<file path="src/rtl/bus_pkg.sv">
// Shared types and constants for the bus interconnect: FSM state encoding,
// slave-index width helper, default address map and the error read value.
package bus_pkg;

    typedef enum logic [1:0] {
        IDLE   = 2'd0,
        ACCESS = 2'd1,
        RESP   = 2'd2
    } state_t;

    // Upper limits the default-map builder is sized for.
    localparam int MAX_SLAVES   = 16;
    localparam int MAX_ADDR_W   = 64;
    localparam int MAP_W        = MAX_SLAVES * MAX_ADDR_W;

    // Default map: slave k lives at k * 4 KiB with a 4 KiB window.
    localparam int                    SLAVE_STRIDE_LOG2 = 12;
    localparam logic [MAX_ADDR_W-1:0] DEFAULT_MASK      = ~64'h0000_0000_0000_0FFF;

    // Read data returned with an error response.
    localparam logic [MAX_ADDR_W-1:0] ERR_RDATA = '0;

    // Width of a slave index; a single slave still gets one bit.
    function automatic int SLV_IDX_W(input int n_slaves);
        return (n_slaves > 1) ? $clog2(n_slaves) : 1;
    endfunction

    // Builds a packed per-slave map (slot k at bits [k*addr_w +: addr_w]).
    // is_mask selects the default mask table instead of the base table.
    function automatic logic [MAP_W-1:0] default_map(input int addr_w, input logic is_mask);
        logic [MAP_W-1:0]      map;
        logic [MAX_ADDR_W-1:0] keep;
        logic [MAX_ADDR_W-1:0] slot;
        map  = '0;
        keep = {MAX_ADDR_W{1'b1}} >> (MAX_ADDR_W - addr_w);
        for (int k = 0; k < MAX_SLAVES; k++) begin
            slot = is_mask ? DEFAULT_MASK : (MAX_ADDR_W'(k) << SLAVE_STRIDE_LOG2);
            slot = slot & keep;
            map  = map | (MAP_W'(slot) << (k * addr_w));
        end
        return map;
    endfunction

endpackage

</file>
<file path="src/rtl/bus_addr_decoder.sv">
// Combinational address decoder: compares the address against every slave's
// base/mask pair and priority-encodes the matches, lowest index winning.
module bus_addr_decoder
    import bus_pkg::*;
#(
    parameter int                         N_SLAVES   = 8,
    parameter int                         ADDR_W     = 32,
    parameter int                         IDX_W      = SLV_IDX_W(N_SLAVES),
    parameter logic [N_SLAVES*ADDR_W-1:0] SLAVE_BASE = '0,
    parameter logic [N_SLAVES*ADDR_W-1:0] SLAVE_MASK = '0
) (
    input  logic [ADDR_W-1:0] addr,
    output logic              hit,
    output logic [IDX_W-1:0]  idx
);

    // Scan from the highest slot down so the lowest matching slot is left last.
    always_comb begin
        hit = 1'b0;
        idx = '0;
        for (int k = N_SLAVES - 1; k >= 0; k--) begin
            if ((addr & SLAVE_MASK[k*ADDR_W +: ADDR_W]) == SLAVE_BASE[k*ADDR_W +: ADDR_W]) begin
                hit = 1'b1;
                idx = IDX_W'(k);
            end
        end
    end

endmodule

</file>
<file path="src/rtl/bus_interconnect.sv">
// CPU-to-peripheral bus interconnect. Decodes each request against a
// per-slave base/mask map, runs a request/ready transaction with wait states
// and returns an error response for unmapped addresses. With the macro
// BUS_INTERCONNECT_TIMEOUT_EN defined, a slave that does not answer within
// TIMEOUT access cycles is aborted with an error; without it the bus waits
// for ready_i indefinitely. All outputs come straight from registers.
module bus_interconnect
    import bus_pkg::*;
#(
    parameter int                         N_SLAVES   = 8,
    parameter int                         ADDR_W     = 32,
    parameter int                         DATA_W     = 32,
    parameter int                         TIMEOUT    = 15,
    parameter logic [N_SLAVES*ADDR_W-1:0] SLAVE_BASE = (N_SLAVES*ADDR_W)'(default_map(ADDR_W, 1'b0)),
    parameter logic [N_SLAVES*ADDR_W-1:0] SLAVE_MASK = (N_SLAVES*ADDR_W)'(default_map(ADDR_W, 1'b1))
) (
    input  logic                         clk_i,
    input  logic                         rst_n_i,
    input  logic                         req_i,
    input  logic                         we_i,
    input  logic [ADDR_W-1:0]            addr_i,
    input  logic [DATA_W-1:0]            wdata_i,
    output logic [DATA_W-1:0]            rdata_o,
    output logic                         ready_o,
    output logic                         err_o,
    output logic [ADDR_W-1:0]            err_addr_o,
    output logic [N_SLAVES-1:0]          sel_o,
    output logic [N_SLAVES-1:0]          we_o,
    output logic [ADDR_W-1:0]            addr_o,
    output logic [DATA_W-1:0]            wdata_o,
    input  logic [N_SLAVES*DATA_W-1:0]   rdata_i,
    input  logic [N_SLAVES-1:0]          ready_i
);

    localparam int IDX_W = SLV_IDX_W(N_SLAVES);

    // Reject unsupported configurations at elaboration.
    if (N_SLAVES < 1 || N_SLAVES > MAX_SLAVES) begin : g_bad_n_slaves
        $error("bus_interconnect: N_SLAVES must be 1..16");
    end
    if (TIMEOUT < 1 || TIMEOUT > 255) begin : g_bad_timeout
        $error("bus_interconnect: TIMEOUT must be 1..255");
    end

    state_t              state_q,    state_d;
    logic [IDX_W-1:0]    idx_q,      idx_d;
    logic                we_q,       we_d;
    logic [N_SLAVES-1:0] sel_q,      sel_d;
    logic [N_SLAVES-1:0] wen_q,      wen_d;
    logic [ADDR_W-1:0]   addr_q,     addr_d;
    logic [DATA_W-1:0]   wdata_q,    wdata_d;
    logic [DATA_W-1:0]   rdata_q,    rdata_d;
    logic                ready_q,    ready_d;
    logic                err_q,      err_d;
    logic [ADDR_W-1:0]   err_addr_q, err_addr_d;

`ifdef BUS_INTERCONNECT_TIMEOUT_EN
    // Last access cycle before the slave is given up on.
    localparam logic [7:0] TIMEOUT_LAST = 8'(TIMEOUT - 1);
    logic [7:0]          cnt_q,      cnt_d;
`endif

    logic                hit;
    logic [IDX_W-1:0]    hit_idx;
    logic                slave_ready;
    logic [DATA_W-1:0]   slave_rdata;

    bus_addr_decoder #(
        .N_SLAVES   (N_SLAVES),
        .ADDR_W     (ADDR_W),
        .IDX_W      (IDX_W),
        .SLAVE_BASE (SLAVE_BASE),
        .SLAVE_MASK (SLAVE_MASK)
    ) u_decoder (
        .addr (addr_i),
        .hit  (hit),
        .idx  (hit_idx)
    );

    // Only the latched slave's ready and read data are ever looked at.
    assign slave_ready = ready_i[idx_q];
    assign slave_rdata = rdata_i[int'(idx_q)*DATA_W +: DATA_W];

    // Next-state and next-output logic for the IDLE/ACCESS/RESP transaction FSM.
    always_comb begin
        // NOTE: every *_d gets a default before the case so no branch can leave one unassigned and infer a latch.
        state_d    = state_q;
        idx_d      = idx_q;
        we_d       = we_q;
        sel_d      = '0;
        wen_d      = '0;
        addr_d     = addr_q;
        wdata_d    = wdata_q;
        rdata_d    = rdata_q;
        ready_d    = 1'b0;
        err_d      = err_q;
        err_addr_d = err_addr_q;
`ifdef BUS_INTERCONNECT_TIMEOUT_EN
        cnt_d      = cnt_q;
`endif

        case (state_q)
            IDLE: begin
                if (req_i) begin
                    if (hit) begin
                        state_d = ACCESS;
                        idx_d   = hit_idx;
                        we_d    = we_i;
                        addr_d  = addr_i;
                        wdata_d = wdata_i;
                        for (int k = 0; k < N_SLAVES; k++) begin
                            sel_d[k] = (hit_idx == IDX_W'(k));
                        end
                        wen_d   = we_i ? sel_d : '0;
`ifdef BUS_INTERCONNECT_TIMEOUT_EN
                        cnt_d   = '0;
`endif
                    end else begin
                        // Unmapped: answer with an error on the very next cycle.
                        state_d    = RESP;
                        ready_d    = 1'b1;
                        err_d      = 1'b1;
                        rdata_d    = DATA_W'(ERR_RDATA);
                        err_addr_d = addr_i;
                    end
                end
            end

            ACCESS: begin
                if (slave_ready) begin
                    state_d = RESP;
                    ready_d = 1'b1;
                    err_d   = 1'b0;
                    rdata_d = we_q ? '0 : slave_rdata;
                end
`ifdef BUS_INTERCONNECT_TIMEOUT_EN
                else if (cnt_q == TIMEOUT_LAST) begin
                    state_d    = RESP;
                    ready_d    = 1'b1;
                    err_d      = 1'b1;
                    rdata_d    = DATA_W'(ERR_RDATA);
                    err_addr_d = addr_q;
                end
`endif
                else begin
                    sel_d = sel_q;
                    wen_d = wen_q;
`ifdef BUS_INTERCONNECT_TIMEOUT_EN
                    cnt_d = cnt_q + 8'd1;
`endif
                end
            end

            RESP: begin
                // Completion strobe is up this cycle; new requests wait for IDLE.
                state_d = IDLE;
            end

            default: begin
                state_d = IDLE;
            end
        endcase
    end

    // Register every FSM and output value; async reset clears the lot.
    always_ff @(posedge clk_i or negedge rst_n_i) begin
        // NOTE: all of these are control/datapath registers (no storage array), so each one is reset.
        if (!rst_n_i) begin
            state_q    <= IDLE;
            idx_q      <= '0;
            we_q       <= 1'b0;
            sel_q      <= '0;
            wen_q      <= '0;
            addr_q     <= '0;
            wdata_q    <= '0;
            rdata_q    <= '0;
            ready_q    <= 1'b0;
            err_q      <= 1'b0;
            err_addr_q <= '0;
        end else begin
            // NOTE: non-blocking updates so every register sees the pre-edge values.
            state_q    <= state_d;
            idx_q      <= idx_d;
            we_q       <= we_d;
            sel_q      <= sel_d;
            wen_q      <= wen_d;
            addr_q     <= addr_d;
            wdata_q    <= wdata_d;
            rdata_q    <= rdata_d;
            ready_q    <= ready_d;
            err_q      <= err_d;
            err_addr_q <= err_addr_d;
        end
    end

`ifdef BUS_INTERCONNECT_TIMEOUT_EN
    // Access-cycle counter used to abort unresponsive slaves.
    always_ff @(posedge clk_i or negedge rst_n_i) begin
        if (!rst_n_i) begin
            cnt_q <= '0;
        end else begin
            cnt_q <= cnt_d;
        end
    end
`endif

    assign rdata_o    = rdata_q;
    assign ready_o    = ready_q;
    assign err_o      = err_q;
    assign err_addr_o = err_addr_q;
    assign sel_o      = sel_q;
    assign we_o       = wen_q;
    assign addr_o     = addr_q;
    assign wdata_o    = wdata_q;

endmodule

</file>
<file path="config.mk">
export PLATFORM = sky130hd
export DESIGN_NAME = bus_interconnect
export DESIGN_NICKNAME = d
export VERILOG_FILES = /design/src/rtl/bus_pkg.sv /design/src/rtl/bus_addr_decoder.sv /design/src/rtl/bus_interconnect.sv
export SDC_FILE = /design/constraint.sdc
export NUM_CORES = 1
export LEC_CHECK = 0
export ABC_AREA = 1
export BUFFER_PORTS_ARGS = -buffer_cell sky130_fd_sc_hd__clkbuf_2
export CELL_PAD_IN_SITES_DETAIL_PLACEMENT = 0
export CELL_PAD_IN_SITES_GLOBAL_PLACEMENT = 2
export CORE_UTILIZATION = 22
export CTS_CLUSTER_DIAMETER = 60
export DETAILED_ROUTE_END_ITERATION = 12
export HOLD_SLACK_MARGIN = 0.15
export PLACE_DENSITY = 0.83
export SLEW_MARGIN = 20
export SYNTH_ARGS = -nofsm -noshare
export SYNTH_HDL_FRONTEND = slang
export SYNTH_HIERARCHICAL = 1
export SYNTH_SLANG_ARGS = --single-unit
</file>
<file path="constraint.sdc">
create_clock -name clk_i -period 1.55 [get_ports clk_i]
set_input_delay 0.31 -clock clk_i [delete_from_list [all_inputs] [get_ports clk_i]]
set_output_delay 0.31 -clock clk_i [all_outputs]
set_load 0.01 [all_outputs]
</file>
; ---- After elaboration in Yosys (flattened, before gate mapping)
; Cells that the tools add are included.
[word_totals]
ff_bits = 152
latch_bits = 0
mem_bits_rw = 0
mem_bits_ro = 0
inputBits = 332
output_inout_bits = 146
elab_cells = 83
mem_count = 0
[classes]
addsub = 0
multipliers = 0
div_mod_pow = 0
n_lt_le_gt_ge = 1
eq_ne = 18
n_shift = 1
mux = 43
n_bitwise = 1
n_reduce_logical = 8
[op_table]
columns = operator, count
row1 = variable part select 256 x 9 -> 32 bit, 1
row2 = 2-to-1 mux 32 bit, 4
row3 = "equality test 20 x 3 -> 1 bit, second input constant", 4
row4 = one-hot mux 32 bit (2 select lines), 1
row5 = 2-to-1 mux 8 bit, 6
row6 = "equality test 20 x 2 -> 1 bit, second input constant", 2
row7 = logical NOT 32 bit, 1
row8 = one-hot mux 8 bit (2 select lines), 2
row9 = 2-to-1 mux 3 bit, 8
row10 = "equality test 20 x 1 -> 1 bit, second input constant", 1
row11 = 2-to-1 mux 1 bit, 15
row12 = "equality test 3 bit, second input constant", 4
row13 = "equality test 3 x 2 -> 1 bit, second input constant", 2
row14 = 2-to-1 mux 2 bit, 3
row15 = "inequality test 2 bit, second input constant", 3
row16 = AND reduction 3 bit, 2
row17 = "less-than comparator 3 x 4 -> 1 bit, second input constant", 1
row18 = one-hot mux 1 bit (2 select lines), 2
row19 = one-hot mux 2 bit (2 select lines), 1
row20 = AND reduction 4 bit, 1
row21 = binary-select mux 1 bit (select 3 bit), 1
row22 = "equality test 3 x 1 -> 1 bit, second input constant", 1
row23 = logical NOT 3 bit, 1
row24 = "equality test 2 x 1 -> 1 bit, second input constant", 1
row25 = other kinds (4), 4

; ---- Logic depth before layout (Yosys ltp)
[depth]
ltp_word = 14
ltp_mapped = 11
mapped_depth_nobuf = 10

; ---- Hierarchy
; Netlist, hierarchy kept.
[by_module_without_submodules]
columns = mod, instances, cells_each, area_per_inst_um2, seq_area_each_um2
row1 = bus_interconnect, 1, 1300, 8674.6, 3803.6
row2 = bus_addr_decoder, 1, 21, 102.6, 0.0

; ---- Worst setup path before layout
; Ideal clock, no wire load.
[synth_path]
path_kind = input to register
start = input port addr_i[23]
end = register err_addr_q[26] (netlist: err_addr_o[26])
setup_time_ns = 0.077
arrival_time_ns = 1.570
required_ns = 1.473
path_slack_ns = -0.097
cell_stages = 10
n_path_buf = 2
cell_sequence = or2_1 -> nor2_1 -> nand3_2 -> inv_1 -> nor3b_2 -> inv_2 -> buf_2 -> buf_6 -> nand2_1 -> o21ai_1
[synth_via]
elab_chain_len = 11
elab_cells_between_ends = 18
cone_classes = 7 x eq/ne / 8 x mux / 1 x bitwise / 2 x reduce/logical
[synth_rtl]
columns = element, line_no
row1 = "start, declared", bus_interconnect.sv:21  ; input logic [ADDR_W-1:0] addr_i,
row2 = equality test 20 x 3 -> 1 bit, bus_addr_decoder.sv:22  ; if ((addr & SLAVE_MASK[k*ADDR_W +: ADDR_W]) == SLAVE_BASE[k*ADDR_W +: ADDR_W]) begin
row3 = 2-to-1 mux 1 bit (7 in a row), bus_addr_decoder.sv:22
row4 = 2-to-1 mux 1 bit (*), bus_addr_decoder.sv:22
row5 = named net hit, bus_interconnect.sv:63  ; logic hit;
row6 = inverter 1 bit (no line) (*), --
row7 = AND reduction 3 bit (no line) (*), --
row8 = "end signal, assigned", bus_interconnect.sv:192  ; err_addr_q <= err_addr_d;
row9 = "end, declared", bus_interconnect.sv:55  ; logic [ADDR_W-1:0] err_addr_q, err_addr_d;
; Mark *: on every way through the listed nets, which the timed path passes. The rest lies on a longest branch.
; A chain may end at the register's enable or synchronous reset.

; ---- Worst setup path after layout
[layout_path]
start = register idx_q[0]
end = register rdata_q[15] (netlist: rdata_o[15])
[layout_via]
elab_chain_len = 4
elab_cells_between_ends = 8
cone_classes = 1 x eq/ne / 1 x shift / 5 x mux / 1 x reduce/logical
[layout_rtl]
columns = element, line_no
row1 = "start, declared", bus_interconnect.sv:46  ; logic [IDX_W-1:0] idx_q, idx_d;
row2 = "start signal, assigned", bus_interconnect.sv:183  ; idx_q <= idx_d;
row3 = variable part select 256 x 9 -> 32 bit or binary-select mux 1 bit (select 3 bit) (tied branches), "bus_interconnect.sv:82, bus_interconnect.sv:81"
row4 = 2-to-1 mux 32 bit or 2-to-1 mux 1 bit (tied branches), "bus_interconnect.sv:134, bus_interconnect.sv:81"
row5 = 2-to-1 mux 32 bit or inequality test 2 bit (tied branches), --
row6 = one-hot mux 32 bit (2 select lines) or AND reduction 4 bit (tied branches), --
row7 = "end signal, assigned", bus_interconnect.sv:189  ; rdata_q <= rdata_d;
row8 = "end, declared", bus_interconnect.sv:52  ; logic [DATA_W-1:0] rdata_q, rdata_d;
; Parallel ways exist; a longest one is shown, timed or not. The select of a mux whose other input is x is not followed.

==> summary.txt <==
Setup path
  – FF-to-FF End: rdata_o[15]
  – Largest stage delay on the critical path: 0.50 ns
  – CP Class: flip-flop to flip-flop
  – Crit path required time: 1.87 ns
  – Crit-path cells: buf_12, buf_16, buf_12, o211ai_1, nand2_1, nor2_2, buf_4, nor2_1, nand2_1, nand2_1
  – Worst path slowest cell: dfrtp_4
  – CP dominant cell by count: nand2_1
  – Crit path DAT: 2.07 ns
  – Worst setup SP type: flip-flop
  – Crit path from: idx_q[0]
  – Flop2flop setup slack: -0.20 ns
  – Crit path capture: rdata_o[15]
  – CP max FO: 31
  – Reg2Reg Launch Point: idx_q[0]
  – Worst Reg-to-Reg Cells: 10
  – Element type at the critical path end: flip-flop

Job
  – Max Cap Violations: 0

Synth
  – Post-synthesis cell count: 1321
  – Register bit total from synthesis: 152
  – Seq/Total Area, Yosys: 43.34%
  – Count of unique library cells instantiated by Yosys: 29
  – Yosys warning total: 6
  – Mapped Area: 8777 sq um
  – Synthesized area per cell: 6.644 sq um
  – Syn Nets: 1653

Die
  – Row cnt: 72
  – I/O pins: 478
  – Die height: 201.7 um
  – Initial Util: 22.50%
  – Core Region: 39010 sq um
  – Die area: 40700 sq um
  – Die Span X: 201.7 um

Place
  – Area post-placement: 12510 sq um
  – HPWL Detailed: 30580 um
  – GP Congestion: 0.8661
  – Port buffer count: 477

Global route
  – Initial antenna violation count: 1
  – All-Layer GR Usage: 18.86%
  – First-pass GRT wire length: 59420 um
  – Vias in the first global route: 10420
  – Grt ovf: 0
  – Largest net degree at the start of global routing: 51

Timing
  – Final hold slack: 0.1659 ns
  – Worst-Margin Slew: 0.4212 ns
  – Slew Viols, Final: 0
  – Fin crit share: 112.6%
  – RSZ-0062 raised after global routing: true
  – Setup TNS: -4.513 ns
  – Tmin final: 1.745 ns
  – F_max: 573.0 MHz
  – Final worst slack: -0.1953 ns
  – Max-slew headroom: 71.62%
  – Clk_skew: 0.01290 ns
  – Final Hold Viols: 0
  – Final setup fails: 38

Clock network
  – Clock sink total: 152
  – TritonCTS Buffers: 17
  – H-Tree Depth: 4
  – Clock Latency Late Sink: 0.43 ns
  – Clock transition at path regs: 0.07 ns
  – Root Buffer: clkbuf_16
  – CTS tree: done
  – Clock Tree Buf Depth: 2

Layout
  – Area growth from synthesis to layout: 58.40%
  – # nets final: 2225
  – Final Util: 35.64%
  – Filler cells: 4223
  – Post-route design area: 13900 sq um
  – Share of post-route cells with drive strength above 1: 35.26%

Drt
  – DR WL/cell: 16.29 um
  – Detailed Routing Iterations Pass 1: 5
  – Number of DRC markers in iteration 0: 615
  – Antenna violation net count after detailed routing: 0
  – Vias per cell: 4.275
  – Residual DRC: 0
  – Routed via count: 10370
  – Post-Route WL: 39500 um

Power
  – Worst vdd ir: 0.0007231 V
  – NetSw: 0.002635 W
  – Reg power frac: 42.1%
  – Switching Fraction: 26.74%
  – Internal: 0.007219 W
  – Leak: 7.998 nW
  – Clock power frac: 44.0%
  – PwrDens: 708.8 nW/um^2
  – Combinational share of power: 13.8%

Min path
  – Worst Hold Class: input port to flip-flop

Outcome
  – Violated checks: negative setup slack
  – Status: finished, violations left
per-stage QoR:
stage	worst slack, ns	total power [W]	std cells
floorplan	0.008848	0.004629	1321
CTS	-0.1875	0.009953	2420
global route	-0.2525	0.01029	2425
global placement	-0.3119	0.005445	2333
detailed placement	-0.3076	0.005452	2333
finish	-0.1953	0.009854	2425
cells in the mapped netlist (all sizes together):
cell	number	share of area, %
nand2	563	24
nor2	158	6.9
dfrtp	152	43
o21ai	130	7.6
nand3	104	6.3
inv	97	4.1
buf	50	3.2
clkbuf	35	1.5
o211ai	21	1.8
nand4	4	0.29
nor3	3	0.36
clkinv	1	0.043
nor3b	1	0.14
o21bai	1	0.086
or2	1	0.071
power groups by stage:
stage                     registers [W]  logic, W  clock network (W)
final                           0.00415   0.00136            0.00434
after detailed placement        0.00422   0.00123                  0
after CTS                       0.00415   0.00134            0.00446
after global placement          0.00422   0.00122                  0
after floorplan                 0.00427  0.000356                  0
after global routing            0.00416   0.00152            0.00461
state kept, by name, indices dropped and copies added (netlist names):
name	cells
addr_o	32
err_addr_o	32
err_o	1
idx_q	3
rdata_o	32
ready_o	1
sel_o	8
state_q	2
wdata_o	32
we_o	8
we_q	1
cells by family after synthesis:
kind of cell	Yosys count	synth area share, %
AO/OA/AOI/OAI	152	9.508
AND/OR/NAND/NOR	834	38.25
buffers and inverters	183	8.909
flip-flops	152	43.34
cells in the final DEF, fill, tap and decap left out, drive strengths merged:
cell type | synthesis | layout
buf | 50 | 106
bufinv | 0 | 2
clkbuf | 35 | 496
clkinv | 1 | 6
clkinvlp | 0 | 2
dfrtp | 152 | 152
diode | 0 | 1
dlygate4sd3 | 0 | 53
inv | 97 | 103
nand2 | 563 | 563
nand3 | 104 | 104
nand4 | 4 | 4
nor2 | 158 | 158
nor3 | 3 | 3
nor3b | 1 | 1
o211ai | 21 | 21
o21ai | 130 | 130
o21bai | 1 | 1
or2 | 1 | 1
routing by layer:
layer	up-vias	GRT usage, %	wire length [um]
met3	37	4.989	3130
met5	-	0	0
met4	0	5.005	652
li1	5258	-	-
met1	4661	24.11	17140
met2	412	31.29	18570
timing repair:
| item | in CTS | in global routing |
|---|---|---|
| gates resized for setup | 15 | 42 |
| cloned | 0 | 4 |
| buffers inserted | 2 | 0 |
| hold buffers | 53 | 0 |
| hold endpoints to repair | 219 | 0 |
| endpoints found under the setup margin | 45 | 83 |
| pin swaps | 0 | 4 |
worst max-delay path: cells and delay by family, from the launching register on:
kind | cells | cell delay, ns
buffers and inverters | 4 | 0.61
flip-flops | 1 | 0.50
AND/OR/NAND/NOR | 5 | 0.32
AO/OA/AOI/OAI | 1 | 0.18
worst min-delay path by stage:
stage               startpoint            end  slack, ns  cells after the start
CTS                  addr_i[6]  err_addr_o[6]       0.15                      3
finish               addr_i[9]  err_addr_o[9]       0.17                      3
global route         addr_i[9]  err_addr_o[9]       0.17                      3
floorplan              rst_n_i      addr_o[0]       0.01                      0
detailed placement     rst_n_i    wdata_o[16]       0.20                      1
global placement       rst_n_i    wdata_o[11]       0.20                      1
area by class of cell:
cell class	instances	area, sq um	area share, %
repair buffers	638	4151	29.86
clock buffers	17	425.4	3.060
multi-input cells	986	4303	30.95
flip-flops and latches	152	3809	27.39
diodes	1	2.502	0.01800
well taps	518	648.1	4.662
clock inverters	15	186.4	1.341
inverters	98	377.9	2.718
No activity file was read; power rests on OpenSTA's default activity.
